--- src/rtl/proc_controller.sv ---
// Control unit for the 16-bit processor: owns PC and IR, fetches from the
// synchronous instruction ROM and sequences the datapath with a Moore FSM.
module proc_controller #(
  parameter int PC_W = 7,
  parameter int DA_W = 8
) (
  input  logic            Clk,
  input  logic            Reset,
  input  logic [15:0]     ROM_Data,
  output logic [PC_W-1:0] PC_Out,
  output logic [15:0]     IR_Out,
  output logic [3:0]      State,
  output logic [3:0]      NextState,
  output logic [DA_W-1:0] D_Addr,
  output logic            D_Wr,
  output logic            RF_s,
  output logic [3:0]      RF_W_Addr,
  output logic            RF_W_En,
  output logic [3:0]      RF_Ra_Addr,
  output logic [3:0]      RF_Rb_Addr,
  output logic [2:0]      ALU_s0
);

  typedef enum logic [3:0] {
    ST_INIT   = 4'd0,
    ST_FETCH  = 4'd1,
    ST_DECODE = 4'd2,
    ST_NOOP   = 4'd3,
    ST_LOAD_A = 4'd4,
    ST_LOAD_B = 4'd5,
    ST_STORE  = 4'd6,
    ST_ADD    = 4'd7,
    ST_SUB    = 4'd8,
    ST_HALT   = 4'd9
  } state_t;

  typedef struct packed {
    logic [DA_W-1:0] d_addr;
    logic            d_wr;
    logic            rf_s;
    logic [3:0]      w_addr;
    logic            w_en;
    logic [3:0]      ra_addr;
    logic [3:0]      rb_addr;
    logic [2:0]      alu;
  } ctrl_t;

  localparam logic [3:0] OP_NOOP  = 4'h0;
  localparam logic [3:0] OP_STORE = 4'h1;
  localparam logic [3:0] OP_LOAD  = 4'h2;
  localparam logic [3:0] OP_ADD   = 4'h3;
  localparam logic [3:0] OP_SUB   = 4'h4;
  localparam logic [3:0] OP_HALT  = 4'h5;

  state_t            state_r;
  state_t            next_state_s;
  logic [PC_W-1:0]   pc_r;
  logic [PC_W-1:0]   pc_next_s;
  logic [15:0]       ir_r;
  logic [15:0]       ir_next_s;
  ctrl_t             ctrl_r;
  ctrl_t             ctrl_next_s;

  // Moore output decode for a given state and instruction word.
  function automatic ctrl_t decode_ctrl(input state_t st, input logic [15:0] ir);
    ctrl_t c;
    c = '0;
    case (st)
      ST_LOAD_A, ST_LOAD_B: begin
        c.d_addr = DA_W'(ir[11:4]);
        c.w_addr = ir[3:0];
        c.rf_s   = 1'b1;
        c.w_en   = (st == ST_LOAD_B) ? 1'b1 : 1'b0;
      end
      ST_STORE: begin
        c.ra_addr = ir[11:8];
        c.d_addr  = DA_W'(ir[7:0]);
        c.d_wr    = 1'b1;
      end
      ST_ADD, ST_SUB: begin
        c.ra_addr = ir[11:8];
        c.rb_addr = ir[7:4];
        c.w_addr  = ir[3:0];
        c.rf_s    = 1'b0;
        c.w_en    = 1'b1;
        c.alu     = (st == ST_ADD) ? 3'd1 : 3'd2;
      end
      default: begin
        c = '0;
      end
    endcase
    return c;
  endfunction

  // Next-state, next-PC and next-IR logic; reset forces Init combinationally.
  always_comb begin
    next_state_s = ST_INIT;
    pc_next_s    = pc_r;
    ir_next_s    = ir_r;
    if (!Reset) begin
      next_state_s = ST_INIT;
      pc_next_s    = '0;
      ir_next_s    = '0;
    end else begin
      case (state_r)
        ST_INIT:   next_state_s = ST_FETCH;
        ST_FETCH: begin
          next_state_s = ST_DECODE;
          pc_next_s    = pc_r + PC_W'(1'b1);
          ir_next_s    = ROM_Data;
        end
        ST_DECODE: begin
          case (ir_r[15:12])
            OP_NOOP:  next_state_s = ST_NOOP;
            OP_STORE: next_state_s = ST_STORE;
            OP_LOAD:  next_state_s = ST_LOAD_A;
            OP_ADD:   next_state_s = ST_ADD;
            OP_SUB:   next_state_s = ST_SUB;
            OP_HALT:  next_state_s = ST_HALT;
            default:  next_state_s = ST_NOOP;
          endcase
        end
        ST_LOAD_A: next_state_s = ST_LOAD_B;
        ST_LOAD_B, ST_STORE, ST_ADD, ST_SUB, ST_NOOP: next_state_s = ST_FETCH;
        ST_HALT:   next_state_s = ST_HALT;
        default:   next_state_s = ST_INIT;
      endcase
    end
  end

  // Outputs are decoded from the upcoming state so they register in step with it.
  assign ctrl_next_s = decode_ctrl(next_state_s, ir_next_s);

  // State, PC, IR and registered control outputs with synchronous reset.
  always_ff @(posedge Clk) begin
    if (!Reset) begin
      state_r <= ST_INIT;
      pc_r    <= '0;
      ir_r    <= '0;
      ctrl_r  <= '0;
    end else begin
      state_r <= next_state_s;
      pc_r    <= pc_next_s;
      ir_r    <= ir_next_s;
      ctrl_r  <= ctrl_next_s;
    end
  end

  assign PC_Out     = pc_r;
  assign IR_Out     = ir_r;
  assign State      = state_r;
  assign NextState  = next_state_s;
  assign D_Addr     = ctrl_r.d_addr;
  assign D_Wr       = ctrl_r.d_wr;
  assign RF_s       = ctrl_r.rf_s;
  assign RF_W_Addr  = ctrl_r.w_addr;
  assign RF_W_En    = ctrl_r.w_en;
  assign RF_Ra_Addr = ctrl_r.ra_addr;
  assign RF_Rb_Addr = ctrl_r.rb_addr;
  assign ALU_s0     = ctrl_r.alu;

endmodule

--- config.mk ---
export PLATFORM = sky130hd
export DESIGN_NAME = proc_controller
export DESIGN_NICKNAME = d
export VERILOG_FILES = /design/src/rtl/proc_controller.sv
export SDC_FILE = /design/constraint.sdc
export NUM_CORES = 1
export LEC_CHECK = 0
export BUFFER_PORTS_ARGS = -buffer_cell sky130_fd_sc_hd__buf_2
export CORE_UTILIZATION = 48
export CTS_CLUSTER_SIZE = 28
export DETAILED_ROUTE_END_ITERATION = 16
export GPL_TIMING_DRIVEN = 0
export PLACE_DENSITY = 0.78
export SYNTH_ARGS = -nofsm -noshare
export SYNTH_HDL_FRONTEND = slang
export SYNTH_SLANG_ARGS = --single-unit
--- constraint.sdc ---
create_clock -name Clk -period 2.1 [get_ports Clk]
set_input_delay 0.315 -clock Clk [delete_from_list [all_inputs] [get_ports Clk]]
set_output_delay 0.315 -clock Clk [all_outputs]
set_load 0.01 [all_outputs]
Word-level counts from Yosys, hierarchy flattened
Index checks and enable logic that the tools add are counted.
Storage, ports and cells
  input bits: 18
  output and inout port bits: 57
  flip-flop bits (word level): 53
Cells by class
  add/sub/neg operators: 1
  reductions and logical operators: 7
  equality and inequality tests: 19
  muxes and demuxes: 9
Operators with widths (number)
  equality test 4 x 3 -> 1 bit, second input constant: 10
  case mux 4 bit (5 select lines): 2
  equality test 4 x 2 -> 1 bit, second input constant: 4
  case mux 8 bit (2 select lines): 1
  equality test 4 bit, second input constant: 3
  two-way mux 12 bit: 1
  case mux 6 bit (2 select lines): 1
  equality test 4 x 1 -> 1 bit, second input constant: 2
  adder 7 x 1 -> 7 bit, second input constant: 1
  OR reduction 6 bit: 1
  zero test 4 bit: 1
  two-way mux 4 bit: 1
  AND reduction 2 bit: 2
  OR reduction 2 bit: 2
  OR reduction 3 bit: 1
  two-way mux 1 bit: 2
  two-way mux 2 bit: 1

Depth between registers and ports, before layout
Gate-level depths: netlist of run 1.
  depth after elaboration: 7
  gate-level depth with buffers: 8

Least setup slack after synthesis of run 1
Ideal clock, no wire load.
  kind: reg-to-output
  from: register state_r[2], in the netlist State[2]
  to: output NextState[0]
  path slack: 0.130 ns
  arrival time: 1.655 ns
  path buffers: 2
  required time: 1.785 ns
  stages on the path, launching flop included: 7
  cell sequence: dfxtp_1 -> clkbuf_1 -> o21bai_1 -> a221oi_1 -> or2_4 -> and3_4 -> buf_6
Between the ends
  longest elaborated chain between the ends: 4
Ends and longest elaborated chain
  from (decl): line 55  | state_t state_r;
  from (signal assigned): line 142  | state_r <= next_state_s;
  equality test 4 x 3 -> 1 bit, or another cell as far along: line 105  | case (state_r)
  OR reduction 6 bit (no line)
  case mux 4 bit (5 select lines) *: line 105
  two-way mux 4 bit *: line 100  | if (!Reset) begin
  to (decl): line 13  | output logic [3:0] NextState,
Every way passes the cells marked *; elsewhere a longest branch is shown, timed or not.

Final worst setup path of run 1
  from: register ir_r[13], in the netlist IR_Out[13]
  to: output NextState[0]
Between the ends
  longest elaborated chain between the ends: 4
Ends and longest elaborated chain
  from (decl): line 59  | logic [15:0] ir_r;
  from (signal assigned): line 144  | ir_r <= ir_next_s;
  equality test 4 x 3 -> 1 bit, or another cell as far along: line 113  | case (ir_r[15:12])
  case mux 4 bit (5 select lines) *: line 113
  case mux 4 bit (5 select lines) *: line 105
  two-way mux 4 bit *: line 100
Marks and branches as above.

==> results.json, run 1 <==
{
  "status": "complete, but fails checks",
  "place_inst": 333,
  "grt_overflow": 0,
  "drt-initial-drc-count": 89,
  "cts_buffers": 5,
  "h-tree-depth": 2,
  "tightest_slew_ns": 0.534,
  "seq_area_sq_um": 1060,
  "nets": 321,
  "max-cap-violations": 0,
  "period_minus_slack_ns": 2.18,
  "antenna_found_initial": 0,
  "drc": 0,
  "violations": "setup timing",
  "setup_slack_ns": -0.0789,
  "grt_pass1_wl_mm": 7.78,
  "fmax_mhz": 459,
  "async_flop_share_pct": 0,
  "cts_tree": "yes",
  "p_leak_nw": 1.31,
  "grt_pass1_vias": 1600,
  "synth_edf_count": 0,
  "antenna_cells": 0,
  "fin_worst_skew_ns": 0.0104,
  "area_growth_pct": 37.1,
  "pin_count": 75,
  "synth_top_area_cell": "dfxtp_1",
  "core-area_sq_um": 4000,
  "hold_class": "input port to flip-flop",
  "synthTopCellsByArea": "dfxtp_1 52%, nand3_1 6.2%, nand2_1 6.2%",
  "grt_use_total_pct": 23.5,
  "synth_top_flop_cell": "dfxtp_1",
  "ant_nets": 0,
  "end_kind": "output port",
  "yosysWarnings": 0,
  "period_share_pct": 104,
  "synth_commonest_cells": "52 x dfxtp_1, 33 x nand2_1, 25 x nand3_1",
  "grt_max_degree": 17,
  "setup.worst_path.start_class": "flip-flop",
  "path_max_fanout": 2,
  "rows": 23,
  "hold_ws_ns": 0.255,
  "required_ns": 1.78,
  "layout.cells.non_filler": 353,
  "chipWidth_microns": 66.7,
  "clkLatencyLatePin_ns": 0.30,
  "worstPathCellList": "or4b_4, o311a_4, or2_4, and3_4, buf_6",
  "initial_core_util_pct": 50.2,
  "hpwl_mm": 3.33,
  "ir_worst_vdd_v": 0.000752,
  "mappedNetlistNets": 230,
  "powerDensity_nw_per_um2": 1000,
  "syn_area_sq_um": 2010,
  "clk_pin_slew_worst_paths_ns": 0.09,
  "cts.path.max_buffers": 2,
  "slowest_stage": "or4b_4",
  "wl_per_cell_microns": 14.6,
  "synth_top_area_share_pct": 51.8,
  "via_per_inst": 5.22,
  "synth.distinct_cells": 47,
  "vias": 1844,
  "n_fill_cell": 308,
  "wirelength_mm": 5.16,
  "place.gp.congestion": 0.826,
  "first_pass_iters": 6,
  "crit_type": "flip-flop to output port",
  "drive_gt1_share_pct": 43.2,
  "cp_data_arrival_time_ns": 1.86,
  "cts_sinks": 52,
  "post-synth-top-count-cell": "dfxtp_1",
  "hold_viol": 0,
  "setup_viol": 1,
  "netlist_instances": 211,
  "synth-seq-cells": 52,
  "die-area_sq_um": 4450,
  "cts_root_buf": "clkbuf_8",
  "synth_seq_area_share_pct": 51.8,
  "max_slew_margin_pct": 64.4,
  "die_h_microns": 66.7,
  "rsz0062_at_grt": "yes",
  "post_synth.cell_area_avg_sq_um": 9.52,
  "io_buffers": 72,
  "final_max_slew_viol_count": 0,
  "critPathMaxStageDelay_ns": 0.53,
  "power.total_w": 0.00276,
  "multiInputGateArea_sq_um": 942
}
power by group:
group / total, W / internal (W) / switching [W]
logic: 0.000878 / 0.000397 / 0.000481
clock network: 0.000693 / 0.000361 / 0.000332
registers: 0.00119 / 0.00109 / 0.0000978
total: 0.00276 / 0.00185 / 0.000911
stage by stage:
| step | util [%] | setup slack (ns) | area [sq um] | setup TNS (ns) |
|---|---|---|---|---|
| finish | 68.9 | -0.0789 | 2760 | -0.0789 |
| global route | 68.9 | -0.109 | 2760 | -0.204 |
| global placement | 60.8 | -0.0827 | 2430 | -0.0827 |
| detailed placement | 60.8 | -0.131 | 2430 | -0.200 |
| CTS | 66.9 | -0.0725 | 2680 | -0.142 |
| floorplan | - | 0.130 | 2010 | 0 |
layer usage:
| layer | vias to the layer above | routed length (microns) | track usage, % |
|---|---|---|---|
| met5 | - | 0 | 0 |
| met4 | 0 | 99 | 8.51 |
| met3 | 12 | 244 | 4.28 |
| met2 | 63 | 2550 | 38.0 |
| met1 | 868 | 2260 | 31.0 |
| li1 | 901 | - | - |
cell usage in the layout, fill, tap and decap left out, drive strengths merged, types with 2 or more instances in the layout:
master and count:
buf 95, dfxtp 52, nand2 33, nand3 25, nor2b 10, a21boi 10
clkbuf 9, nor2 6, xnor2 6, o31ai 5, o21a 5, inv 5
and2 4, o22ai 4, or2 3, and3 3, nor4b 2, o21ai 2
a41oi 2, or4b 2
final cells by class:
class / count / share of cell area [%]
inverters: 5 / 0.863
clock buffers: 6 / 2.63
clock inverters: 2 / 1.41
plain buffers: 11 / 2.41
flip-flops and latches: 52 / 38.6
repair buffers: 87 / 17.6
multi-input cells: 140 / 34.2
well taps: 50 / 2.27
critical path: cells and delay by family (launching register included):
| kind | cells | cell delay (ns) |
|---|---|---|
| buffers and inverters | 1 | 0.12 |
| and+or+nand+nor | 3 | 0.96 |
| AOI/OAI and AO/OA | 1 | 0.15 |
| DFF | 1 | 0.35 |
sequential cells by signal (all words and copies together), names as in the netlist:
signal      count
RF_W_Addr       4
RF_s            1
D_Wr            1
PC_Out          7
State           4
RF_Rb_Addr      4
D_Addr          8
RF_Ra_Addr      4
IR_Out         16
RF_W_En         1
ALU_s0          2
cells by family (layout without fill, tap and decap cells):
kind of cell               after synthesis  after routing  synth area share [%]
and+or+nand+nor                         97             97                  26.3
DFF                                     52             52                  51.8
AOI/OAI and AO/OA                       35             35                  13.9
buffers and inverters                   19            111                  4.48
xor gates and xnor gates                 6              6                  2.62
adders and majority gates                1              1                 0.623
other                                    1              1                 0.187
final timing paths:
path / start / to / slack [ns] / cells past startpoint
worst min register to register: PC_Out[1] / PC_Out[1] / 0.50 / 2
worst max register to register: IR_Out[13] / RF_Rb_Addr[1] / 0.12 / 6
worst max-delay path: IR_Out[13] / NextState[0] / -0.08 / 5
worst min-delay path: ROM_Data[14] / IR_Out[14] / 0.26 / 3
repair_timing:
item                                    in CTS  in global routing
endpoints found under the hold margin        0                  0
buffers inserted                             9                  6
endpoints found under the setup margin       9                 21
pin swaps                                    3                  5
hold buffers                                 0                  0
gates resized for setup                     22                 12
(Power assumes the default switching activity.)
==> run 2, diff against run 1 <==
--- a/config.mk
+++ b/config.mk
@@ -11,6 +11,7 @@
 export DETAILED_ROUTE_END_ITERATION = 16
 export GPL_TIMING_DRIVEN = 0
 export PLACE_DENSITY = 0.78
+export RECOVER_POWER = 100
 export SYNTH_ARGS = -nofsm -noshare
 export SYNTH_HDL_FRONTEND = slang
 export SYNTH_SLANG_ARGS = --single-unit
==> run 2 against run 1 <==
  * The run still ends with setup timing left
  * Cell count is the same
  * Hold slack lost 0.0012 ns
  * Routed wire length is essentially flat
  * Critical path depth is the same
  * Combinational power shrank 1%
==> results.json, run 2 (same netlist as run 1, synthesis figures left out) <==
{
  "status": "complete, but fails checks",
  "violations": "setup timing",
  "cp_data_arrival_time_ns": 1.86,
  "die-area_sq_um": 4450,
  "powerDensity_nw_per_um2": 1010,
  "path_max_fanout": 2,
  "setup_slack_ns": -0.0775,
  "grt_pass1_wl_mm": 7.78,
  "chipWidth_microns": 66.7,
  "fmax_mhz": 459,
  "hold_end": "IR_Out[14]",
  "vias": 1831,
  "drt-initial-drc-count": 98,
  "first_pass_iters": 6,
  "cts_tree": "yes",
  "clkLatencyLatePin_ns": 0.30,
  "cts_sinks": 52,
  "io_buffers": 72,
  "power.total_w": 0.00274,
  "max_slew_margin_pct": 64.2,
  "clk_pin_slew_worst_paths_ns": 0.09,
  "fin_worst_skew_ns": 0.0106,
  "h-tree-depth": 2,
  "wl_per_cell_microns": 14.6,
  "path_buf_inv": 1,
  "p_leak_nw": 1.15,
  "wirelength_mm": 5.15,
  "grt_max_degree": 17,
  "rows": 23,
  "period_share_pct": 104,
  "tightest_slew_ns": 0.536,
  "place.gp.congestion": 0.826,
  "rsz0062_at_grt": "yes",
  "crit_type": "flip-flop to output port",
  "die_h_microns": 66.7,
  "hold_depth": 3,
  "required_ns": 1.78,
  "via_per_inst": 5.19,
  "hold_path.startpoint": "ROM_Data[14]",
  "antenna_cells": 0,
  "largest_register_ffs": 16,
  "slowest_stage": "or4b_4",
  "hold_viol": 0,
  "initial_core_util_pct": 50.2,
  "hpwl_mm": 3.33,
  "nets": 321,
  "n_fill_cell": 334,
  "worst_r2r_path_depth": 6,
  "final_cell_mix": "44 x dfxtp_1, 42 x clkbuf_1, 34 x buf_2, 33 x nand2_1, 25 x nand3_1",
  "hold_class": "input port to flip-flop",
  "cp_top_family": "simple AND/OR/NAND/NOR gates",
  "core-area_sq_um": 4000,
  "setup.worst_path.start_class": "flip-flop",
  "cts_buffers": 5,
  "antenna_found_initial": 0,
  "final_max_slew_viol_count": 0,
  "critPathMaxStageDelay_ns": 0.53,
  "reg2reg_from": "IR_Out[13]",
  "layout_commonest_cell": "dfxtp_1",
  "timing.rr.end": "RF_Rb_Addr[1]",
  "grt_pass1_vias": 1600,
  "grt_use_total_pct": 23.5,
  "hold_ws_ns": 0.254,
  "drc": 0,
  "ir_worst_vdd_v": 0.000748,
  "pin_count": 75,
  "setup_viol": 1,
  "drive_gt1_share_pct": 30.7,
  "period_minus_slack_ns": 2.18,
  "max-cap-violations": 0,
  "cts_root_buf": "clkbuf_8",
  "end_kind": "output port",
  "area_growth_pct": 34.7,
  "ant_nets": 0,
  "cts.path.max_buffers": 2,
  "worstPathCellList": "or4b_4, o311a_4, or2_4, and3_4, buf_6",
  "grt_overflow": 0,
  "worst-r2r-setup-slack_ns": 0.11
}
run 2: cell count changes in the layout (fill, tap and decap cells not counted):
cell,delta
buf_2,-38
clkbuf_1,+38
run 2: worst register-to-register path, cell delays in order, from the launching register on:
cell and delay, ns:
dfxtp_4 0.35, or4b_4 0.53, o311a_4 0.15, or2_4 0.24
buf_4 0.15, a31oi_1 0.38, nor2b_1 0.09
run 2: worst max-delay path by stage:
stage | startpoint | end | depth (start not counted)
after floorplan | State[2] | NextState[0] | 6
after global placement | State[2] | NextState[0] | 7
after detailed placement | State[2] | NextState[0] | 7
after CTS | IR_Out[13] | NextState[0] | 5
after global routing | IR_Out[13] | NextState[0] | 5
final | IR_Out[13] | NextState[0] | 5
run 2: report_power, final:
part           leakage [nW]  internal (W)  total, W  switching, W
Combinational         0.664      0.000384  0.000865      0.000481
Sequential            0.426       0.00109   0.00119     0.0000981
Clock                0.0558      0.000361  0.000692      0.000332
Total                  1.15       0.00183   0.00274      0.000911
run 2: routing by layer:
layer  routed length, microns  up-vias  part of all wire [%]  global-route usage (%)
met3                      272        6                   5.3                    4.28
li1                         -      901                     -                       -
met4                       41        0                  0.80                    8.51
met2                     2610       68                    51                    38.0
met5                        0        -                     0                       0
met1                     2230      856                    43                    31.0
run 2: through the flow:
stage | cell area (sq um) | util, % | TNS [ns] | worst slack (ns) | instances
6_report | 2710 | 67.7 | -0.0775 | -0.0775 | 353
5_1_grt | 2710 | 67.7 | -0.204 | -0.109 | 353
4_1_cts | 2680 | 66.9 | -0.142 | -0.0725 | 348
3_5_place_dp | 2430 | 60.8 | -0.200 | -0.131 | 333
3_3_place_gp | 2430 | 60.8 | -0.0827 | -0.0827 | 333
2_1_floorplan | 2010 | - | 0 | 0.130 | 211
run 2: what timing repair did:
item	in CTS	in global routing
setup buffers	9	6
gates resized for setup	22	12
hold buffers	0	0
pin swaps	3	5
setup endpoints to repair	9	21
run 2: final cells by class:
| cell class | count | area (sq um) | area share (%) |
|---|---|---|---|
| multi-input cells | 140 | 942 | 34.8 |
| well taps | 50 | 62.6 | 2.31 |
| plain buffers | 11 | 66.3 | 2.45 |
| clock inverters | 2 | 38.8 | 1.43 |
| repair buffers | 87 | 438 | 16.2 |
| inverters | 5 | 23.8 | 0.878 |
| clock buffers | 6 | 72.6 | 2.68 |
| flip-flops and latches | 52 | 1060 | 39.3 |
==> run 3, diff against run 2 <==
--- a/config.mk
+++ b/config.mk
@@ -12,6 +12,7 @@
 export GPL_TIMING_DRIVEN = 0
 export PLACE_DENSITY = 0.78
 export RECOVER_POWER = 100
+export SETUP_SLACK_MARGIN = 0.15
 export SYNTH_ARGS = -nofsm -noshare
 export SYNTH_HDL_FRONTEND = slang
 export SYNTH_SLANG_ARGS = --single-unit
==> run 3 against run 2 <==
  * Global-route usage rose by 0.65 points
  * Critical endpoint unchanged
  * The run still ends with setup timing left
  * Clock-buffer cell count unchanged
  * Via count up 4.0%
  * Setup slack worse by 0.14 ns
  * Routed wire length increased by 7.7%
  * Register-to-register slack got worse by 0.06 ns
  * Clock power fell by 12%
  * First-iteration DRC count grew 4.1%
  * Cell count is 2.5% higher
  * Sequential share of layout area fell by 2.8 points
==> results.json, run 3 (same netlist as run 1, synthesis figures left out) <==
{
  "cts_buffers": 5,
  "slowest_stage": "or4b_4",
  "cts_tree": "yes",
  "cp_top_family": "simple AND/OR/NAND/NOR gates",
  "max_slew_margin_pct": 64.4,
  "period_share_pct": 110,
  "hpwl_mm": 3.25,
  "die_h_microns": 66.7,
  "largest_register_ffs": 16,
  "grt_max_degree": 17,
  "grt_pass1_wl_mm": 7.97,
  "chipWidth_microns": 66.7,
  "setup_viol": 2,
  "rows": 23,
  "grt_use_total_pct": 24.2,
  "hold_ws_ns": 0.241,
  "place.gp.congestion": 0.809,
  "seq_area_sq_um": 1060,
  "cts_sinks": 52,
  "nets": 330,
  "required_ns": 1.78,
  "layout.cells.non_filler": 362,
  "max-cap-violations": 0,
  "first_pass_iters": 9,
  "wl_per_cell_microns": 15.3,
  "hold_viol": 0,
  "final_max_slew_viol_count": 0,
  "path_buf_inv": 2,
  "ir_worst_vdd_v": 0.000660,
  "setup_slack_ns": -0.220,
  "drt-initial-drc-count": 102,
  "h-tree-depth": 2,
  "drc": 0,
  "violations": "setup timing",
  "fin_util_pct": 72.8,
  "core-area_sq_um": 4000,
  "preCtsSetupSlack_ns": -0.0637,
  "place_inst": 333,
  "critPathMaxStageDelay_ns": 0.54,
  "io_buffers": 72,
  "clkLatencyLatePin_ns": 0.31,
  "layout_commonest_cell": "dfxtp_1",
  "status": "complete, but fails checks",
  "end_kind": "output port",
  "p_leak_nw": 1.25,
  "clk_pin_slew_worst_paths_ns": 0.09,
  "cts.path.max_buffers": 2,
  "antenna_cells": 0,
  "pin_count": 75,
  "period_minus_slack_ns": 2.32,
  "wirelength_mm": 5.55,
  "grt_pass1_vias": 1692,
  "hold_class": "input port to flip-flop",
  "multiInputGateArea_sq_um": 1020,
  "die-area_sq_um": 4450,
  "powerDensity_nw_per_um2": 989,
  "via_per_inst": 5.26,
  "fmax_mhz": 431,
  "initial_core_util_pct": 50.2,
  "crit_type": "flip-flop to output port",
  "worstPathCellList": "or4b_4, o311a_4, or2_4, and3_4, buf_8, buf_6",
  "rsz0062_at_grt": "yes",
  "n_fill_cell": 300,
  "path_max_fanout": 2,
  "cp_data_arrival_time_ns": 2.00,
  "drive_gt1_share_pct": 41.7,
  "final_cell_mix": "44 x dfxtp_1, 39 x buf_2, 33 x clkbuf_1, 25 x nand3_1, 23 x nand2_1",
  "cts_root_buf": "clkbuf_8",
  "ant_nets": 0,
  "area_growth_pct": 44.9,
  "grt_overflow": 0,
  "setup.worst_path.start_class": "flip-flop",
  "fin_worst_skew_ns": 0.00591,
  "tightest_slew_ns": 0.534,
  "antenna_found_initial": 0,
  "vias": 1904
}
==> run 3: changes by cell type in the layout (fill, tap and decap cells not counted), moves of 2 or more <==
| cell | delta |
|---|---|
| nand2_1 | -10 |
| nand2_2 | +10 |
| clkbuf_1 | -9 |
| buf_6 | +6 |
| buf_2 | +5 |
| a21boi_0 | -4 |
| a21boi_1 | +4 |
| buf_8 | +4 |
| o22ai_1 | -3 |
| o22ai_2 | +3 |
| buf_4 | +2 |
==> run 3: final timing paths <==
| path | from | end | slack [ns] | cells after the start |
|---|---|---|---|---|
| hold reg to reg | PC_Out[6] | PC_Out[6] | 0.49 | 2 |
| setup reg to reg | IR_Out[14] | D_Addr[7] | 0.05 | 7 |
| setup / recovery | IR_Out[14] | NextState[0] | -0.22 | 6 |
| hold / removal | ROM_Data[13] | IR_Out[13] | 0.24 | 3 |
==> run 3: worst reg2reg max path, cell delays in order (launching register included) <==
cell and delay, ns:
dfxtp_4 0.35, or4b_4 0.54, o311a_4 0.15, or2_4 0.24
and3_4 0.19, buf_8 0.11, buf_4 0.18, o31ai_2 0.21
==> run 3: layout make-up <==
| class | count | area share [%] |
|---|---|---|
| clock buffers | 6 | 2.84 |
| multi-input cells | 140 | 35.1 |
| repair buffers | 93 | 17.5 |
| clock inverters | 2 | 0.473 |
| well taps | 50 | 2.15 |
| plain buffers | 14 | 4.51 |
| flip-flops and latches | 52 | 36.5 |
| inverters | 5 | 0.902 |
==> run 3: stage by stage <==
stage               instance area (sq um)  power (W)  setup TNS (ns)
detailed placement                   2440    0.00190          -0.180
finish                               2910    0.00288          -0.331
global placement                     2440    0.00189          -0.109
CTS                                  2790    0.00274          -0.250
floorplan                            2020    0.00166               0
global route                         2910    0.00302          -0.452
==> run 3: timing repair <==
action / in CTS / in global routing
pin swaps: 10 / 10
endpoints found under the setup margin: 31 / 28
hold buffers: 0 / 0
setup buffers: 15 / 6
gates resized for setup: 41 / 34
==> run 3: power breakdown <==
group | leakage (nW) | internal (W) | switching (W)
registers | 0.426 | 0.00109 | 0.0000844
clock network | 0.0516 | 0.000270 | 0.000338
logic | 0.772 | 0.000515 | 0.000583
total | 1.25 | 0.00187 | 0.00101
==> run 3: layer usage <==
metal  track usage [%]  share of wire (%)
met1              29.6                 44
met2              39.5                 48
met3              6.51                5.7
met4              10.1                2.3
met5                 0                  0
